--- src/rtl/mem_port_arbiter_if.sv ---
// Requester and RAM-side bundle for the shared program/data RAM arbiter.
// The slave modport is the arbiter's view; master is the requester/RAM side.
interface mem_port_arbiter_if #(
  parameter int ADDR_W = 6,
  parameter int DATA_W = 16
);
  logic              load_req;
  logic [ADDR_W-1:0] load_addr;
  logic [DATA_W-1:0] load_wdata;
  logic              data_req;
  logic              data_we;
  logic [ADDR_W-1:0] data_addr;
  logic [DATA_W-1:0] data_wdata;
  logic              fetch_req;
  logic [ADDR_W-1:0] fetch_addr;
  logic              load_gnt;
  logic              data_gnt;
  logic              fetch_gnt;
  logic              data_rvalid;
  logic              fetch_rvalid;
  logic [DATA_W-1:0] rdata;
  logic              mem_en;
  logic              mem_we;
  logic [ADDR_W-1:0] mem_addr;
  logic [DATA_W-1:0] mem_wdata;
  logic [DATA_W-1:0] mem_rdata;
  logic              busy;

  modport slave (
    input  load_req, load_addr, load_wdata,
    input  data_req, data_we, data_addr, data_wdata,
    input  fetch_req, fetch_addr,
    output load_gnt, data_gnt, fetch_gnt,
    output data_rvalid, fetch_rvalid, rdata,
    output mem_en, mem_we, mem_addr, mem_wdata,
    input  mem_rdata,
    output busy
  );

  modport master (
    output load_req, load_addr, load_wdata,
    output data_req, data_we, data_addr, data_wdata,
    output fetch_req, fetch_addr,
    input  load_gnt, data_gnt, fetch_gnt,
    input  data_rvalid, fetch_rvalid, rdata,
    input  mem_en, mem_we, mem_addr, mem_wdata,
    output mem_rdata,
    input  busy
  );
endinterface

--- src/rtl/mem_port_arbiter.sv ---
// Single-port RAM arbiter: loader > data > fetch, with a
// starvation override that lets fetch win after MAX_WAIT losses.
module mem_port_arbiter #(
  parameter int ADDR_W   = 6,
  parameter int DATA_W   = 16,
  parameter int MAX_WAIT = 4
) (
  input logic               clk,
  input logic               reset,
  mem_port_arbiter_if.slave bus
);

  typedef enum logic [1:0] {
    IDLE,
    ACCESS,
    READ_WAIT
  } state_t;

  typedef enum logic [1:0] {
    ID_NONE,
    ID_LOAD,
    ID_DATA,
    ID_FETCH
  } id_t;

  state_t     state;
  id_t        owner;
  id_t        win;
  logic [3:0] wait_cnt;
  logic       fetch_due;

  assign fetch_due = bus.fetch_req
                  && (wait_cnt == 4'(MAX_WAIT));

  always_comb begin
    win = ID_NONE;
    if (bus.load_req)
      win = ID_LOAD;
    else if (fetch_due)
      win = ID_FETCH;
    else if (bus.data_req)
      win = ID_DATA;
    else if (bus.fetch_req)
      win = ID_FETCH;
  end

  assign bus.busy = (state != IDLE);

  // mem_we/mem_addr/mem_wdata double as the request latches
  always_ff @(posedge clk) begin
    if (reset) begin
      state            <= IDLE;
      owner            <= ID_NONE;
      wait_cnt         <= '0;
      bus.load_gnt     <= 1'b0;
      bus.data_gnt     <= 1'b0;
      bus.fetch_gnt    <= 1'b0;
      bus.data_rvalid  <= 1'b0;
      bus.fetch_rvalid <= 1'b0;
      bus.rdata        <= '0;
      bus.mem_en       <= 1'b0;
      bus.mem_we       <= 1'b0;
      bus.mem_addr     <= '0;
      bus.mem_wdata    <= '0;
    end else begin
      bus.load_gnt     <= 1'b0;
      bus.data_gnt     <= 1'b0;
      bus.fetch_gnt    <= 1'b0;
      bus.data_rvalid  <= 1'b0;
      bus.fetch_rvalid <= 1'b0;
      unique case (state)
        IDLE: begin
          if (win != ID_NONE) begin
            state         <= ACCESS;
            owner         <= win;
            bus.mem_en    <= 1'b1;
            bus.load_gnt  <= (win == ID_LOAD);
            bus.data_gnt  <= (win == ID_DATA);
            bus.fetch_gnt <= (win == ID_FETCH);
            unique case (win)
              ID_LOAD: begin
                bus.mem_we    <= 1'b1;
                bus.mem_addr  <= bus.load_addr;
                bus.mem_wdata <= bus.load_wdata;
              end
              ID_DATA: begin
                bus.mem_we    <= bus.data_we;
                bus.mem_addr  <= bus.data_addr;
                bus.mem_wdata <= bus.data_wdata;
              end
              ID_FETCH: begin
                bus.mem_we    <= 1'b0;
                bus.mem_addr  <= bus.fetch_addr;
                bus.mem_wdata <= '0;
              end
              default: ;
            endcase
            if (win == ID_FETCH || !bus.fetch_req)
              wait_cnt <= '0;
            else if (wait_cnt != 4'(MAX_WAIT))
              wait_cnt <= wait_cnt + 4'd1;
          end
        end
        ACCESS: begin
          bus.mem_en <= 1'b0;
          bus.mem_we <= 1'b0;
          state      <= bus.mem_we ? IDLE : READ_WAIT;
        end
        READ_WAIT: begin
          bus.rdata        <= bus.mem_rdata;
          bus.data_rvalid  <= (owner == ID_DATA);
          bus.fetch_rvalid <= (owner == ID_FETCH);
          state            <= IDLE;
        end
        default: state <= IDLE;
      endcase
    end
  end

endmodule
--- src/flat_wrapper.sv ---
// flat-port wrapper written by rule: the top's interface ports become plain ports
module mem_port_arbiter_flat 
#(
  parameter int ADDR_W   = 6,
  parameter int DATA_W   = 16,
  parameter int MAX_WAIT = 4
)
  (clk, reset, bus_load_req, bus_load_addr, bus_load_wdata, bus_data_req, bus_data_we, bus_data_addr, bus_data_wdata, bus_fetch_req, bus_fetch_addr, bus_load_gnt, bus_data_gnt, bus_fetch_gnt, bus_data_rvalid, bus_fetch_rvalid, bus_rdata, bus_mem_en, bus_mem_we, bus_mem_addr, bus_mem_wdata, bus_mem_rdata, bus_busy);
  mem_port_arbiter_if #(.ADDR_W(ADDR_W), .DATA_W(DATA_W)) bus_i ();
  input logic clk;
  input logic reset;
  input wire logic [$bits(bus_i.load_req)-1:0] bus_load_req;
  input wire logic [$bits(bus_i.load_addr)-1:0] bus_load_addr;
  input wire logic [$bits(bus_i.load_wdata)-1:0] bus_load_wdata;
  input wire logic [$bits(bus_i.data_req)-1:0] bus_data_req;
  input wire logic [$bits(bus_i.data_we)-1:0] bus_data_we;
  input wire logic [$bits(bus_i.data_addr)-1:0] bus_data_addr;
  input wire logic [$bits(bus_i.data_wdata)-1:0] bus_data_wdata;
  input wire logic [$bits(bus_i.fetch_req)-1:0] bus_fetch_req;
  input wire logic [$bits(bus_i.fetch_addr)-1:0] bus_fetch_addr;
  output wire logic [$bits(bus_i.load_gnt)-1:0] bus_load_gnt;
  output wire logic [$bits(bus_i.data_gnt)-1:0] bus_data_gnt;
  output wire logic [$bits(bus_i.fetch_gnt)-1:0] bus_fetch_gnt;
  output wire logic [$bits(bus_i.data_rvalid)-1:0] bus_data_rvalid;
  output wire logic [$bits(bus_i.fetch_rvalid)-1:0] bus_fetch_rvalid;
  output wire logic [$bits(bus_i.rdata)-1:0] bus_rdata;
  output wire logic [$bits(bus_i.mem_en)-1:0] bus_mem_en;
  output wire logic [$bits(bus_i.mem_we)-1:0] bus_mem_we;
  output wire logic [$bits(bus_i.mem_addr)-1:0] bus_mem_addr;
  output wire logic [$bits(bus_i.mem_wdata)-1:0] bus_mem_wdata;
  input wire logic [$bits(bus_i.mem_rdata)-1:0] bus_mem_rdata;
  output wire logic [$bits(bus_i.busy)-1:0] bus_busy;
  assign bus_i.load_req = bus_load_req;
  assign bus_i.load_addr = bus_load_addr;
  assign bus_i.load_wdata = bus_load_wdata;
  assign bus_i.data_req = bus_data_req;
  assign bus_i.data_we = bus_data_we;
  assign bus_i.data_addr = bus_data_addr;
  assign bus_i.data_wdata = bus_data_wdata;
  assign bus_i.fetch_req = bus_fetch_req;
  assign bus_i.fetch_addr = bus_fetch_addr;
  assign bus_load_gnt = bus_i.load_gnt;
  assign bus_data_gnt = bus_i.data_gnt;
  assign bus_fetch_gnt = bus_i.fetch_gnt;
  assign bus_data_rvalid = bus_i.data_rvalid;
  assign bus_fetch_rvalid = bus_i.fetch_rvalid;
  assign bus_rdata = bus_i.rdata;
  assign bus_mem_en = bus_i.mem_en;
  assign bus_mem_we = bus_i.mem_we;
  assign bus_mem_addr = bus_i.mem_addr;
  assign bus_mem_wdata = bus_i.mem_wdata;
  assign bus_i.mem_rdata = bus_mem_rdata;
  assign bus_busy = bus_i.busy;
  mem_port_arbiter #(.ADDR_W(ADDR_W), .DATA_W(DATA_W), .MAX_WAIT(MAX_WAIT)) u_core (.clk(clk), .reset(reset), .bus(bus_i));
endmodule
--- config.mk ---
export PLATFORM = sky130hd
export DESIGN_NAME = mem_port_arbiter_flat
export DESIGN_NICKNAME = d
export VERILOG_FILES = /design/src/rtl/mem_port_arbiter_if.sv /design/src/rtl/mem_port_arbiter.sv /design/src/flat_wrapper.sv
export SDC_FILE = /design/constraint.sdc
export NUM_CORES = 1
export LEC_CHECK = 0
export CORE_UTILIZATION = 43
export DETAILED_ROUTE_END_ITERATION = 12
export GPL_ROUTABILITY_DRIVEN = 0
export PLACE_DENSITY_LB_ADDON = 0.12
export REMOVE_ABC_BUFFERS = 1
export SLEW_MARGIN = 25
export SYNTH_ARGS = -nofsm -noshare
export SYNTH_HDL_FRONTEND = slang
export SYNTH_SLANG_ARGS = --single-unit
--- constraint.sdc ---
create_clock -name clk -period 3.6 [get_ports clk]
set_input_delay 0.36 -clock clk [delete_from_list [all_inputs] [get_ports clk]]
set_output_delay 0.36 -clock clk [all_outputs]
set_load 0.02 [all_outputs]
==> flow_summary.yaml <==
clocking:
  cts-buffers-inserted: 5
  cts-root-buf: "clkbuf_8"
  path_clk_slew_ns: 0.10
  clockBufferDepth: 2
  cts_tree: "done"
  cts_setup_buffers: 0
  cts_sinks: 53
  post_cts_resized: 0
  holdBufCountCts: 0
  clock_latency_ns: 0.30
  htreeDepth: 2
power_and_ir_drop:
  vdd_drop_max_v: 0.0002301
  total_power_mw: 1.566
  leakage_nw: 1.341
  powerDensity_mw_per_mm2: 424.2
synthesis:
  synth-seq-area-share_pct: 45.18
  synthSimpleGateAreaFrac_pct: 22.70
  ys_types: 35
  synth_area_mm2: 0.002349
  synth_top_family_by_area: "compound AO/OA/AOI/OAI gates"
  synth_compound_area_share_pct: 22.70
  yosys_register_bits: 53
  synthAdderAreaFrac_pct: 4.262
  synth_xor_area_share_pct: 0
  syn_area_per_cell_um2: 8.603
  ys_warn_count: 0
  synthCells: 273
  synthMuxAreaShare_pct: 0
timing:
  tns_ns: 0
  finalHoldViolCount: 0
  finalClockSkew_ns: 0.005508
  finalSetupViolCount: 0
  post-route-min-period_ns: 2.644
  rsz0062_at_grt: "no"
  period_share_pct: 73.45
  timing_worst_slew_pin_value_ns: 0.9651
  slew_headroom_pct: 35.66
  finalMaxSlewViolations: 0
  fmaxAchievable_ghz: 0.3782
finish:
  fin_util_pct: 71.38
  nNetsFinal: 463
  diodes: 0
  area_growth_pct: 57.22
  layout-drive-gt1-share_pct: 7.031
job:
  max_cap_viol_count: 0
grt:
  grtUsageTotal_pct: 21.84
  antenna_found_initial: 0
  grt_overflow: 0
  first_global_vias: 2294
  grt_max_degree: 49
  grt_pass1_wl_um: 10180
outcome:
  status: "completed"
critical_path:
  path_max_fanout: 17
  worst-path-buf-inv: 2
  startpoint_type: "flop"
  cp-end-kind: "flop"
  cp.arrival_ns: 2.80
  slowest_delay_ns: 0.53
  crit_chain: "inv_1, ha_1, nor2b_1, a311oi_1, buf_4, ha_1, nor2_1, a22oi_1, a211oi_2"
  crit_required_ns: 3.75
  cp_common_cell: "ha_1"
  slowest_stage: "ha_1"
  path_class: "reg2reg"
  cp_top_family: "adder cells"
routing:
  via_count: 2297
  drt-vias-per-instance: 5.059
  wl_met3_um: 520
  top_layer: "met4"
  met2WireLength_um: 2854
  drc: 0
  wl_met1_um: 2533
  drt_wl_total_um: 5996
  routedWlPerCell_um: 13.21
  drtAntennaViolNets: 0
  drt_iter0_drc: 106
  dr.pass1.iters: 4
floorplanning:
  die_x_um: 75.90
  num_io_pins: 118
  dieArea_mm2: 0.005761
  rows: 26
  core_mm2: 0.005172
  die_y_um: 75.90
  start_util_pct: 45.40
placed_design:
  hpwl_um: 4164
  port_buffers: 117
hold_path:
  min_path_type: "reg2reg"
## state kept, by name, indices dropped and copies added (netlist names), 2 cells and up
register              cells
u_core.bus.mem_addr       6
u_core.bus.mem_wdata     16
u_core.bus.rdata         16
u_core.owner              2
u_core.state              2
u_core.wait_cnt           4
## synth_stat cells
cell type / count / area share, %
o21bai_1: 1 / 0.32
nor3b_1: 14 / 4.5
nand4_1: 1 / 0.27
a311oi_1: 8 / 3.0
inv_1: 7 / 1.1
nand2b_1: 2 / 0.53
nand3_1: 2 / 0.43
nor4_4: 1 / 0.91
a21oi_1: 35 / 7.5
and4_1: 1 / 0.37
a211oi_1: 9 / 2.9
buf_1: 1 / 0.16
o21ai_0: 1 / 0.21
a31oi_1: 1 / 0.27
nor3_1: 2 / 0.43
nand2_1: 44 / 7.0
o2111ai_1: 1 / 0.37
nand3b_1: 1 / 0.32
o32ai_1: 1 / 0.37
o221ai_1: 1 / 0.37
nor4b_1: 1 / 0.37
or3_1: 2 / 0.53
and3_1: 3 / 0.80
buf_6: 1 / 0.48
nor2_1: 29 / 4.6
clkbuf_1: 10 / 1.6
a211oi_2: 8 / 4.3
a22oi_1: 8 / 2.6
o31ai_1: 2 / 0.64
dfxtp_1: 53 / 45
nor2b_1: 4 / 1.1
buf_4: 1 / 0.32
ha_1: 8 / 4.3
buf_2: 7 / 1.5
or2_2: 2 / 0.53
## cell usage in the layout (no fill, tap or decap), types with 6 or more instances in the layout
| cell type | n |
|---|---|
| nand2_1 | 44 |
| ha_1 | 8 |
| inv_1 | 7 |
| a211oi_2 | 8 |
| buf_4 | 6 |
| nor2_1 | 29 |
| nor3b_1 | 14 |
| dfxtp_1 | 53 |
| a22oi_1 | 8 |
| clkdlybuf4s50_1 | 116 |
| a21oi_1 | 35 |
| a211oi_1 | 9 |
| a311oi_1 | 8 |
## layout make-up
class                           count  area [um2]
Clock inverter                      3       68.82
Timing Repair Buffer              123        1211
Tap cell                           70       87.58
Sequential cell                    53        1061
Multi-Input combinational cell    193        1169
Clock buffer                        5       68.82
Fill cell                         420        1480
Inverter                            7       26.28
## layer usage
metal | GRT usage [%] | up-vias
li1 | - | 1176
met1 | 23.66 | 1025
met2 | 39.27 | 89
met3 | 7.229 | 7
met4 | 8.269 | 0
met5 | 0 | -
## per-stage QoR
stage / hold slack, ns / std cells / instance area, um2 / setup WS (ns)
2_1_floorplan: 0.4073 / 253 / 2253 / 0.6806
3_3_place_gp: 0.4320 / 446 / 3552 / 0.8745
3_5_place_dp: 0.4284 / 446 / 3555 / 0.8098
4_1_cts: 0.4500 / 454 / 3692 / 0.9216
5_1_grt: 0.4696 / 454 / 3692 / 0.6327
6_report: 0.4481 / 454 / 3692 / 0.9559
## power by group
part | total, mW | switching [mW] | internal [mW]
registers | 0.666 | 0.0293 | 0.637
clock network | 0.478 | 0.198 | 0.280
logic | 0.422 | 0.207 | 0.215
total | 1.57 | 0.435 | 1.13
## cells by family after synthesis
kind of cell | count (synthesis)
fa+ha+maj | 8
buf+inv | 27
flops | 53
compound gates | 76
simple gates | 109
## path summary, 6_finish.rpt
path                                    startpoint                       end  slack, ns  cells past startpoint
worst max register to register  u_core.wait_cnt[0]  u_core.bus.mem_wdata[13]       0.96                      9
worst min register to register     u_core.owner[0]    u_core.bus.data_rvalid       0.45                      1
worst min-delay path               u_core.owner[0]    u_core.bus.data_rvalid       0.45                      1
worst max-delay path            u_core.wait_cnt[0]  u_core.bus.mem_wdata[13]       0.96                      9
## worst reg2reg max path, cell delays in order (launching register included)
cell and delay (ns):
dfxtp_1 0.39, inv_1 0.07, ha_1 0.21, nor2b_1 0.17, a311oi_1 0.28, buf_4 0.19, ha_1 0.54, nor2_1 0.31
a22oi_1 0.26, a211oi_2 0.09
Power figures use the tool's default switching activity.
